===== src/rtl/pc_gen.sv =====
// Next-PC generator: sequential/branch/jump/register targets with misalign trap.
// Define PC_GEN_RAS_EN to build in the return-address stack used by JAL/JALR/RET.
module pc_gen #(
  parameter logic [31:0] RESET_PC  = 32'h0000_3000,
  parameter logic [31:0] EXC_VEC   = 32'h0000_4180,
  parameter int          RAS_DEPTH = 4
) (
  input  logic                         clk,
  input  logic                         rst,
  input  logic                         stall,
  input  logic                         exc_req,
  input  logic [2:0]                   npc_op,
  input  logic                         br_taken,
  input  logic [25:0]                  imm,
  input  logic [31:0]                  rs,
  output logic [31:0]                  pc,
  output logic [31:0]                  pc_plus4,
  output logic [31:0]                  npc,
  output logic [$clog2(RAS_DEPTH):0]   ras_count,
  output logic                         misalign
);

  localparam logic [2:0] OP_BRANCH = 3'b001;
  localparam logic [2:0] OP_JUMP   = 3'b010;
  localparam logic [2:0] OP_JUMPR  = 3'b011;
  localparam logic [2:0] OP_JAL    = 3'b100;
  localparam logic [2:0] OP_JALR   = 3'b101;
  localparam logic [2:0] OP_RET    = 3'b110;

  logic [31:0] br_off;
  logic [31:0] jmp_tgt;
  logic [31:0] reg_tgt;
  logic        reg_op;
  logic        bad_tgt;

`ifdef PC_GEN_RAS_EN
  localparam int             PW      = $clog2(RAS_DEPTH);
  localparam int             CW      = PW + 1;
  localparam logic [CW-1:0]  DEPTH_C = CW'(RAS_DEPTH);

  logic [31:0]   ras_mem [RAS_DEPTH];
  logic [PW-1:0] ras_ptr;
  logic [31:0]   ras_top;
  logic          update;
  logic          push;
  logic          pop;

  // ras_ptr addresses the next free slot; the top entry sits one below it.
  assign ras_top = ras_mem[ras_ptr - PW'(1)];
  assign update  = !rst && !exc_req && !stall;
`endif

  assign pc_plus4 = pc + 32'd4;
  assign br_off   = {{14{imm[15]}}, imm[15:0], 2'b00};
  assign jmp_tgt  = {pc_plus4[31:28], imm, 2'b00};

  always_comb begin
    npc     = pc_plus4;
    reg_op  = 1'b0;
    reg_tgt = rs;
    case (npc_op)
      OP_BRANCH: if (br_taken) npc = pc_plus4 + br_off;
      OP_JUMP:   npc = jmp_tgt;
      OP_JUMPR:  reg_op = 1'b1;
      OP_JAL:    npc = jmp_tgt;
      OP_JALR:   reg_op = 1'b1;
      OP_RET: begin
        reg_op = 1'b1;
`ifdef PC_GEN_RAS_EN
        if (ras_count != '0) reg_tgt = ras_top;
`endif
      end
      default: npc = pc_plus4;
    endcase
    bad_tgt = reg_op && (reg_tgt[1:0] != 2'b00);
    if (reg_op) npc = bad_tgt ? EXC_VEC : reg_tgt;
  end

  always_ff @(posedge clk) begin
    if (rst) begin
      pc       <= RESET_PC;
      misalign <= 1'b0;
    end else if (exc_req) begin
      pc       <= EXC_VEC;
      misalign <= 1'b0;
    end else if (stall) begin
      misalign <= 1'b0;
    end else begin
      pc       <= npc;
      misalign <= bad_tgt;
    end
  end

`ifdef PC_GEN_RAS_EN
  // A misaligned JALR traps instead of calling, so nothing is pushed; RET pops regardless.
  always_comb begin
    push = update && ((npc_op == OP_JAL) || ((npc_op == OP_JALR) && !bad_tgt));
    pop  = update && (npc_op == OP_RET) && (ras_count != '0);
  end

  always_ff @(posedge clk) begin
    if (rst) begin
      ras_ptr   <= '0;
      ras_count <= '0;
    end else if (push) begin
      ras_ptr <= ras_ptr + PW'(1);
      if (ras_count != DEPTH_C) ras_count <= ras_count + CW'(1);
    end else if (pop) begin
      ras_ptr   <= ras_ptr - PW'(1);
      ras_count <= ras_count - CW'(1);
    end
  end

  // Wrapping pointer overwrites the oldest entry once the stack is full.
  always_ff @(posedge clk) begin
    if (push) ras_mem[ras_ptr] <= pc_plus4;
  end
`else
  assign ras_count = '0;
`endif

endmodule


===== config.mk =====
export PLATFORM = sky130hd
export DESIGN_NAME = pc_gen
export DESIGN_NICKNAME = d
export VERILOG_FILES = /design/src/rtl/pc_gen.sv
export SDC_FILE = /design/constraint.sdc
export NUM_CORES = 1
export LEC_CHECK = 0
export CAP_MARGIN = 20
export CORE_MARGIN = 10
export CORE_UTILIZATION = 35
export DETAILED_ROUTE_END_ITERATION = 8
export SETUP_SLACK_MARGIN = 0.1
export SYNTH_ARGS = -nofsm -noshare
export SYNTH_HDL_FRONTEND = slang
export SYNTH_SLANG_ARGS = --single-unit

===== constraint.sdc =====
create_clock -name clk -period 12.7 [get_ports clk]
set_input_delay 2.54 -clock clk [delete_from_list [all_inputs] [get_ports clk]]
set_output_delay 2.54 -clock clk [all_outputs]
set_load 0.1 [all_outputs]

==> results of run 1 <==
[power by group through the flow]
stage          clock network (mW)  registers [mW]  logic [mW]
4_1_cts                     0.148           0.116       0.384
3_3_place_gp                    0           0.118       0.380
2_1_floorplan                   0           0.151       0.244
6_report                    0.148           0.116       0.385
5_1_grt                     0.151           0.117       0.404
3_5_place_dp                    0           0.119       0.382
[synthesized netlist by cell type, types with 4 or more instances]
| cell | instances | area [um2] |
|---|---|---|
| xor2_1 | 17 | 149 |
| a31oi_1 | 13 | 81.3 |
| o211a_1 | 5 | 50.1 |
| nor2b_1 | 4 | 25.0 |
| nand4_1 | 15 | 93.8 |
| o21ba_2 | 4 | 40.0 |
| nor3_1 | 18 | 90.1 |
| nor4_1 | 7 | 43.8 |
| a21boi_0 | 5 | 37.5 |
| nor2_1 | 62 | 233 |
| dfxtp_1 | 33 | 661 |
| a22oi_1 | 7 | 52.6 |
| o21a_1 | 5 | 37.5 |
| or2_2 | 6 | 37.5 |
| nand3b_1 | 6 | 45.0 |
| o211ai_1 | 5 | 37.5 |
| nand2b_1 | 10 | 62.6 |
| a21o_1 | 18 | 135 |
| inv_1 | 23 | 86.3 |
| xnor2_1 | 24 | 210 |
| clkbuf_1 | 34 | 128 |
| nand3_1 | 30 | 150 |
| and3_1 | 8 | 50.1 |
| o21bai_1 | 6 | 45.0 |
| a221oi_1 | 10 | 87.6 |
| ha_1 | 35 | 438 |
| nand2_1 | 60 | 225 |
| or3_1 | 7 | 43.8 |
| o22ai_1 | 8 | 50.1 |
| mux2i_1 | 6 | 60.1 |
| a211oi_1 | 10 | 75.1 |
| buf_4 | 5 | 37.5 |
| and2_1 | 4 | 25.0 |
| a21oi_1 | 62 | 310 |
| o221ai_1 | 5 | 43.8 |
| o31ai_1 | 6 | 45.0 |
| o21ai_0 | 39 | 195 |
[area by class of cell]
class	instances	area [um2]	area share, %
clock inverters	3	46.3	0.704
repair buffers	169	1670	25.4
inverters	23	86.3	1.31
flip-flops and latches	33	661	10.0
multi-input cells	575	3770	57.3
clock buffers	5	125	1.90
well taps	176	220	3.35
[kinds of logic after synthesis]
| family | share of synthesized area, % |
|---|---|
| xor gates and xnor gates | 8.02 |
| buffers and inverters | 5.69 |
| AOI/OAI and AO/OA | 33.9 |
| adders and majority gates | 9.78 |
| other | 0.0801 |
| DFF | 14.1 |
| and+or+nand+nor | 27.2 |
| muxes | 1.28 |
[per-stage QoR]
stage               setup slack [ns]  utilization, %  hold WS (ns)  cells  power [mW]
floorplan                       2.08               -         0.921    673       0.395
global placement                3.08            48.6         0.528    976       0.499
detailed placement              2.98            48.6         0.526    976       0.500
CTS                             2.96            49.9         0.535    984       0.648
global route                    2.62            49.9         0.545    984       0.673
finish                          2.90            49.9         0.521    984       0.650
[per-layer routing]
metal / wire (um) / vias up
li1: - / 2784
met1: 9040 / 2824
met2: 9690 / 313
met3: 2070 / 38
met4: 605 / 0
met5: 0 / -
[worst max-delay path by stage]
stage	start	end	slack, ns
floorplan	pc[3]	npc[31]	2.08
global placement	npc_op[2]	npc[26]	3.08
detailed placement	npc_op[2]	npc[26]	2.98
CTS	npc_op[2]	npc[26]	2.96
global route	npc_op[2]	npc[26]	2.62
finish	npc_op[1]	npc[26]	2.90
[worst register-to-register path, stage by stage, from the launching register on]
cell and delay (ns):
dfxtp_1 0.42, ha_1 0.24, nand4_1 0.25, nor2_1 0.53
nand2_1 0.14, xnor2_1 0.35, ha_1 0.38, a21o_1 0.22
a21o_1 0.18, a221o_1 0.29, a21o_1 0.23, a21boi_0 0.40
nor3_1 0.12, nor4_1 0.50, o21ai_1 0.11, a21oi_1 0.15
[state kept, by name, indices dropped and copies added, names as in the netlist]
signal	flops
pc	32
misalign	1
==> impl_metrics.json, run 1 <==
{
  "status": "finished, final reports clean",
  "whs_endpoint": "pc[1]",
  "max_slew_margin_pct": 25.2,
  "cts_resized": 0,
  "wirelength_um": 21400,
  "tightest_slew_ns": 1.12,
  "power_frac_clock_pct": 22.8,
  "dr.first_iter.drc_count": 476,
  "grt_overflow_total": 0,
  "numPortBuffers": 162,
  "cp_top_family": "simple AND/OR/NAND/NOR gates",
  "clock_latency_ns": 0.29,
  "ys.flop_type": "dfxtp_1",
  "yosysWarnings": 0,
  "layout_common_cells": "162 x clkdlybuf4s50_1, 62 x a21oi_1, 60 x nand2_1, 60 x nor2_1, 38 x o21ai_0",
  "clock-sinks": 33,
  "min_period_ns": 9.80,
  "fmax_ghz": 0.102,
  "num_antenna_cells": 0,
  "top_usage_layer": "met2",
  "grt_use_met3_pct": 5.53,
  "start_util_pct": 35.5,
  "setup_tns_ns": 0,
  "slew_violations": 0,
  "crit_path_cell_trace": "clkdlybuf4s50_1 -> nor2_2 -> nand2_1 -> nor2_2 -> nor2_1 -> buf_4 -> a221oi_1 -> nor2_1 -> nor3b_1 -> inv_1 -> clkdlybuf4s50_1",
  "cts_tree": "yes",
  "r2r_start": "pc[3]",
  "crit_type": "in -> out",
  "dieArea_um2": 18400,
  "grtUsageTotal_pct": 21.8,
  "drive_gt1_share_pct": 5.20,
  "yosysSeqAreaShare_pct": 14.1,
  "power.density_nw_per_um2": 98.7,
  "synth_area_um2": 4680,
  "clock_path_buffers": 2,
  "pwr-share-comb_pct": 59.3,
  "grt_pass1_wl_um": 32200,
  "rsz0062_at_grt": "no",
  "slowest_delay_ns": 0.98,
  "routed_via_density": 6.06,
  "ff2ff_path_depth": 15,
  "drc": 0,
  "syn_area_per_cell_um2": 6.98,
  "gp_congestion": 0.932,
  "maxCapViolations": 0,
  "fin_skew_ns": 0.00623,
  "hold_violations": 0,
  "min_from": "pc[1]",
  "cp-start-kind": "input pin",
  "ys_ff_latch": 33,
  "synthArstFlopShare_pct": 0,
  "antenna_found_initial": 0,
  "design_area_um2": 6580,
  "seqPwrFrac_pct": 17.9,
  "grt_pass1_vias": 5759,
  "avgRoutedWirePerCell_um": 21.7,
  "hold_depth": 1,
  "switchingPower_mw": 0.341,
  "holdBufCountCts": 0,
  "ir_worst_vdd_v": 0.0000869,
  "switching_share_pct": 52.5,
  "synth_cells": 671,
  "grt_use_met1_pct": 27.6,
  "cts_inserted_buffers": 5,
  "core_um2": 13200,
  "path_clk_slew_ns": 0.06,
  "clockRootBuffer": "clkbuf_16",
  "finalNetCount": 909,
  "crit_slowest_cell": "clkdlybuf4s50_1",
  "synth-edff-count": 0,
  "cp_num_cells": 11,
  "die_h_um": 136,
  "holdCritPathClass": "reg -> reg",
  "layout_commonest_cell": "clkdlybuf4s50_1",
  "power.leakage_nw": 2.66,
  "crit_required_ns": 10.16,
  "intPower_mw": 0.309,
  "cp_num_buf_inv": 4,
  "reg2reg_slack_ns": 8.11,
  "post_cts_buffers": 0,
  "ant_nets": 0,
  "placed_cell_area_um2": 6410,
  "die_x_um": 136,
  "vias": 5959,
  "post-dp-hpwl_um": 16700,
  "first_pass_iters": 5,
  "h-tree-depth": 2,
  "num_rows": 42,
  "setup.worst_path.end_class": "output pin",
  "worst_r2r_endpoint": "pc[27]",
  "n_fill_cell": 1335,
  "ios": 166,
  "setup_viol": 0,
  "cp_max_fo": 19,
  "gr-usage-met2_pct": 35.0,
  "areaGrowthSynthToFinish_pct": 40.5,
  "grt_max_degree": 43,
  "worst_ep_arrival_time_ns": 7.26,
  "ys_types": 72,
  "fin_crit_sh_pct": 77.2
}
Note: power is estimated with default switching activity, not from simulation.
==> inputs of run 2 (changes only) <==
- PLACE_DENSITY: unset -> 0.67
- clock period: 12.7 -> 8.85 ns (I/O delays scaled with it)
==> run 2 against run 1 <==
Compared with the run above: first-iteration DRC count grew 10%; critical path depth stayed put; routed wire length grew 3.4%; power rose by 44%; critical endpoint is now npc[29]; worst hold slack worse by 0.0070 ns.
==> impl_metrics.json, run 2 (same netlist as run 1, synthesis figures left out) <==
{
  "num_antenna_cells": 0,
  "numPortBuffers": 162,
  "fin_skew_ns": 0.0121,
  "setup_viol": 0,
  "vias": 5915,
  "start_util_pct": 35.5,
  "max_slew_margin_pct": 31.4,
  "cp_max_fo": 14,
  "largest_reg_flops": 32,
  "setup.worst_path.end_class": "output pin",
  "crit_type": "in -> out",
  "h-tree-depth": 2,
  "grt_max_degree": 43,
  "num_rows": 42,
  "dieArea_um2": 18400,
  "power.density_nw_per_um2": 142,
  "hold_violations": 0,
  "setup_tns_ns": 0,
  "dr.first_iter.drc_count": 525,
  "layout_setup_ws_ns": 1.25,
  "grtUsageTotal_pct": 23.2,
  "top_register": "pc",
  "largestRegisters": "pc: 32 flops, misalign: 1 flops",
  "fmax_ghz": 0.132,
  "ir_worst_vdd_v": 0.0000721,
  "holdCritPathClass": "reg -> reg",
  "drive_gt1_share_pct": 8.99,
  "finalNetCount": 913,
  "dpl_worst_slack_ns": 1.29,
  "power.leakage_nw": 2.73,
  "n_fill_cell": 1319,
  "status": "finished, final reports clean",
  "min_period_ns": 7.60,
  "clockRootBuffer": "clkbuf_16",
  "clock_path_buffers": 2,
  "wirelength_um": 22100,
  "path_clk_slew_ns": 0.06,
  "ios": 166,
  "post_cts_buffers": 0,
  "fin_hold_ws_ns": 0.514,
  "core_um2": 13200,
  "grt_overflow_total": 0,
  "cts_inserted_buffers": 5,
  "grt_pass1_vias": 5896,
  "clock-sinks": 33,
  "die_x_um": 136,
  "layout_common_cells": "138 x clkdlybuf4s50_1, 62 x a21oi_1, 60 x nand2_1, 60 x nor2_1, 37 x o21ai_0",
  "worst_ep_arrival_time_ns": 5.83,
  "holdBufCountCts": 0,
  "gp_congestion": 0.963,
  "crit_required_ns": 7.08,
  "areaGrowthSynthToFinish_pct": 40.3,
  "drc": 0,
  "tightest_slew_ns": 1.03,
  "ant_nets": 0,
  "grt_pass1_wl_um": 33800,
  "first_pass_iters": 6,
  "rsz0062_at_grt": "no",
  "fin_crit_sh_pct": 85.8,
  "die_h_um": 136,
  "cts_tree": "yes",
  "maxCapViolations": 0,
  "clock_latency_ns": 0.30,
  "avgRoutedWirePerCell_um": 22.4,
  "post-dp-hpwl_um": 17300,
  "routed_via_density": 5.99,
  "antenna_found_initial": 0,
  "slew_violations": 0,
  "cp-start-kind": "input pin",
  "layout_commonest_cell": "clkdlybuf4s50_1",
  "final_util_pct": 49.8,
  "cts_resized": 0
}
==> run 2: worst paths after layout <==
path                 from       to  slack (ns)  cells after the start
setup reg to reg    pc[2]   pc[27]        4.07                     15
setup / recovery  imm[15]  npc[29]        1.25                     11
hold reg to reg     pc[0]    pc[0]        0.51                      1
hold / removal      pc[0]    pc[0]        0.51                      1
==> run 2: where the power goes <==
group	switching, mW	total, mW	leakage, nW	internal (mW)
clock network	0.0810	0.215	0.0800	0.133
logic	0.401	0.551	2.38	0.150
registers	0.0127	0.168	0.270	0.156
total	0.495	0.934	2.73	0.439
==> run 2: layout make-up <==
type | count | area (um2) | share of cell area [%]
Inverter | 23 | 86.3 | 1.31
Multi-Input combinational cell | 575 | 3790 | 57.6
Tap cell | 176 | 220 | 3.35
Timing Repair Buffer | 173 | 1640 | 25.0
Clock buffer | 5 | 125 | 1.90
Clock inverter | 3 | 46.3 | 0.705
Sequential cell | 33 | 661 | 10.1
==> run 2: stage by stage <==
step           cell area (um2)  std cells  total power, mW
2_1_floorplan             4710        673            0.568
3_3_place_gp              6400        980            0.716
3_5_place_dp              6400        980            0.718
4_1_cts                   6570        988            0.933
5_1_grt                   6570        988            0.970
6_report                  6570        988            0.934
==> run 2: per-layer routing <==
layer	up-vias	global-route usage, %	wire length, um
met1	2790	29.3	9530
met2	300	36.6	10000
li1	2786	-	-
met4	0	8.49	645
met5	-	0	0
met3	39	6.86	1950
==> run 2: worst max-delay path: stages <==
cell and delay (ns):
clkdlybuf4s50_1 0.73, buf_4 0.34, ha_1 0.45, nand3_1 0.18, or2_2 0.33, a21oi_1 0.28, nor3_1 0.11, mux2i_1 0.17
nor2_1 0.08, or3_1 0.38, clkdlybuf4s50_1 0.99
==> inputs of run 3 (changes only) <==
- CORE_MARGIN: 10 -> 2
==> run 3 against run 2 <==
Compared with the run above: die area is 22% lower; highest routed layer unchanged; largest power group unchanged; critical path depth grew 2; critical endpoint is now npc[22]; flip-flop and latch count stayed put.
==> impl_metrics.json, run 3 (same netlist as run 1, synthesis figures left out) <==
{
  "top_usage_layer": "met2",
  "power.density_nw_per_um2": 142,
  "worst_ep_arrival_time_ns": 5.96,
  "die_x_um": 120,
  "critPathLaunch": "imm[0]",
  "first_pass_iters": 6,
  "layout_commonest_cell": "clkdlybuf4s50_1",
  "path_clk_slew_ns": 0.06,
  "status": "finished, final reports clean",
  "clockRootBuffer": "clkbuf_16",
  "grt_pass1_vias": 5831,
  "antenna_found_initial": 0,
  "numPortBuffers": 162,
  "hold_violations": 0,
  "grt_use_met3_pct": 5.13,
  "maxCapViolations": 0,
  "h-tree-depth": 2,
  "cts_tree": "yes",
  "holdBufCountCts": 0,
  "holdCritPathClass": "reg -> reg",
  "post-dp-hpwl_um": 15900,
  "dieArea_um2": 14300,
  "die_h_um": 120,
  "min_from": "pc[0]",
  "fin_skew_ns": 0.0124,
  "gp_congestion": 0.945,
  "top_register": "pc",
  "max_slew_margin_pct": 29.7,
  "tightest_slew_ns": 1.05,
  "ant_nets": 0,
  "dp.cells": 980,
  "start_util_pct": 35.6,
  "setup_viol": 0,
  "fin_crit_sh_pct": 87.4,
  "ios": 166,
  "min_period_ns": 7.73,
  "ir_worst_vdd_v": 0.0000866,
  "cp_max_fo": 6,
  "drive_gt1_share_pct": 8.87,
  "setup.worst_path.end_class": "output pin",
  "core_um2": 13100,
  "vias": 5949,
  "largestRegisters": "pc: 32 flops, misalign: 1 flops",
  "rsz0062_at_grt": "no",
  "clock_path_buffers": 2,
  "cp-start-kind": "input pin",
  "finalNetCount": 913,
  "fmax_ghz": 0.129,
  "largest_reg_flops": 32,
  "finalNonFillerCells": 988,
  "gr-usage-met2_pct": 47.4,
  "routed_via_density": 6.02,
  "setup_tns_ns": 0,
  "avgRoutedWirePerCell_um": 21.0,
  "slew_violations": 0,
  "num_rows": 42,
  "cts_resized": 0,
  "cts_inserted_buffers": 5,
  "grt_pass1_wl_um": 32300,
  "power.leakage_nw": 2.73,
  "clock-sinks": 33,
  "grt_use_met1_pct": 37.3,
  "crit_type": "in -> out",
  "r2r_start": "pc[3]",
  "crit_required_ns": 7.08,
  "dr.first_iter.drc_count": 438,
  "post_cts_buffers": 0,
  "grt_overflow_total": 0,
  "drc": 0,
  "clock_latency_ns": 0.30,
  "wirelength_um": 20700,
  "grtUsageTotal_pct": 28.7,
  "areaGrowthSynthToFinish_pct": 40.4,
  "num_antenna_cells": 0,
  "grt_max_degree": 43,
  "layout_common_cells": "139 x clkdlybuf4s50_1, 62 x a21oi_1, 60 x nand2_1, 60 x nor2_1, 37 x o21ai_0"
}
## run 3: changes by cell type in the layout (fill, tap and decap cells not counted), sizes merged
| cell | delta |
|---|---|
| buf | -1 |
| clkdlybuf4s50 | +1 |
## run 3: path summary, 6_finish.rpt
kind | slack, ns | depth (start not counted) | endpoint
worst max-delay path | 1.12 | 13 | npc[22]
worst min-delay path | 0.47 | 1 | pc[0]
worst min register to register | 0.47 | 1 | pc[0]
worst max register to register | 4.05 | 15 | pc[27]
## run 3: worst max-delay path, cell delays in order
cell	delay, ns
clkdlybuf4s50_1	0.49
ha_1	0.17
inv_1	0.05
fa_1	0.39
nor2b_1	0.24
o211ai_1	0.14
a21oi_1	0.35
o21ai_1	0.19
a21oi_1	0.45
o211ai_1	0.20
a211o_1	0.29
nand3_1	0.10
clkdlybuf4s50_1	1.14
## run 3: layer usage
layer | up-vias | share of wire (%)
li1 | 2782 | -
met1 | 2836 | 42
met2 | 293 | 46
met3 | 38 | 8.1
met4 | 0 | 3.1
met5 | - | 0
## run 3: layout make-up
cell class	instances	area, um2
Fill cell	1299	6570
Sequential cell	33	661
Inverter	23	86.3
Clock inverter	3	46.3
Tap cell	176	220
Clock buffer	5	125
Multi-Input combinational cell	575	3790
Timing Repair Buffer	173	1650
## run 3: power by group
| part | internal (mW) | total (mW) | switching, mW |
|---|---|---|---|
| clock | 0.134 | 0.216 | 0.0824 |
| sequential | 0.156 | 0.168 | 0.0126 |
| combinational | 0.150 | 0.549 | 0.398 |
## run 3: per-stage QoR
step	cell area [um2]	util [%]	worst slack, ns	power (mW)	hold slack, ns
global route	6570	50.0	0.850	0.968	0.502
global placement	6400	48.7	1.30	0.713	0.464
CTS	6570	50.0	1.19	0.932	0.476
detailed placement	6400	48.7	1.21	0.714	0.467
floorplan	4710	-	-0.0620	0.568	0.921
finish	6570	50.0	1.12	0.933	0.474
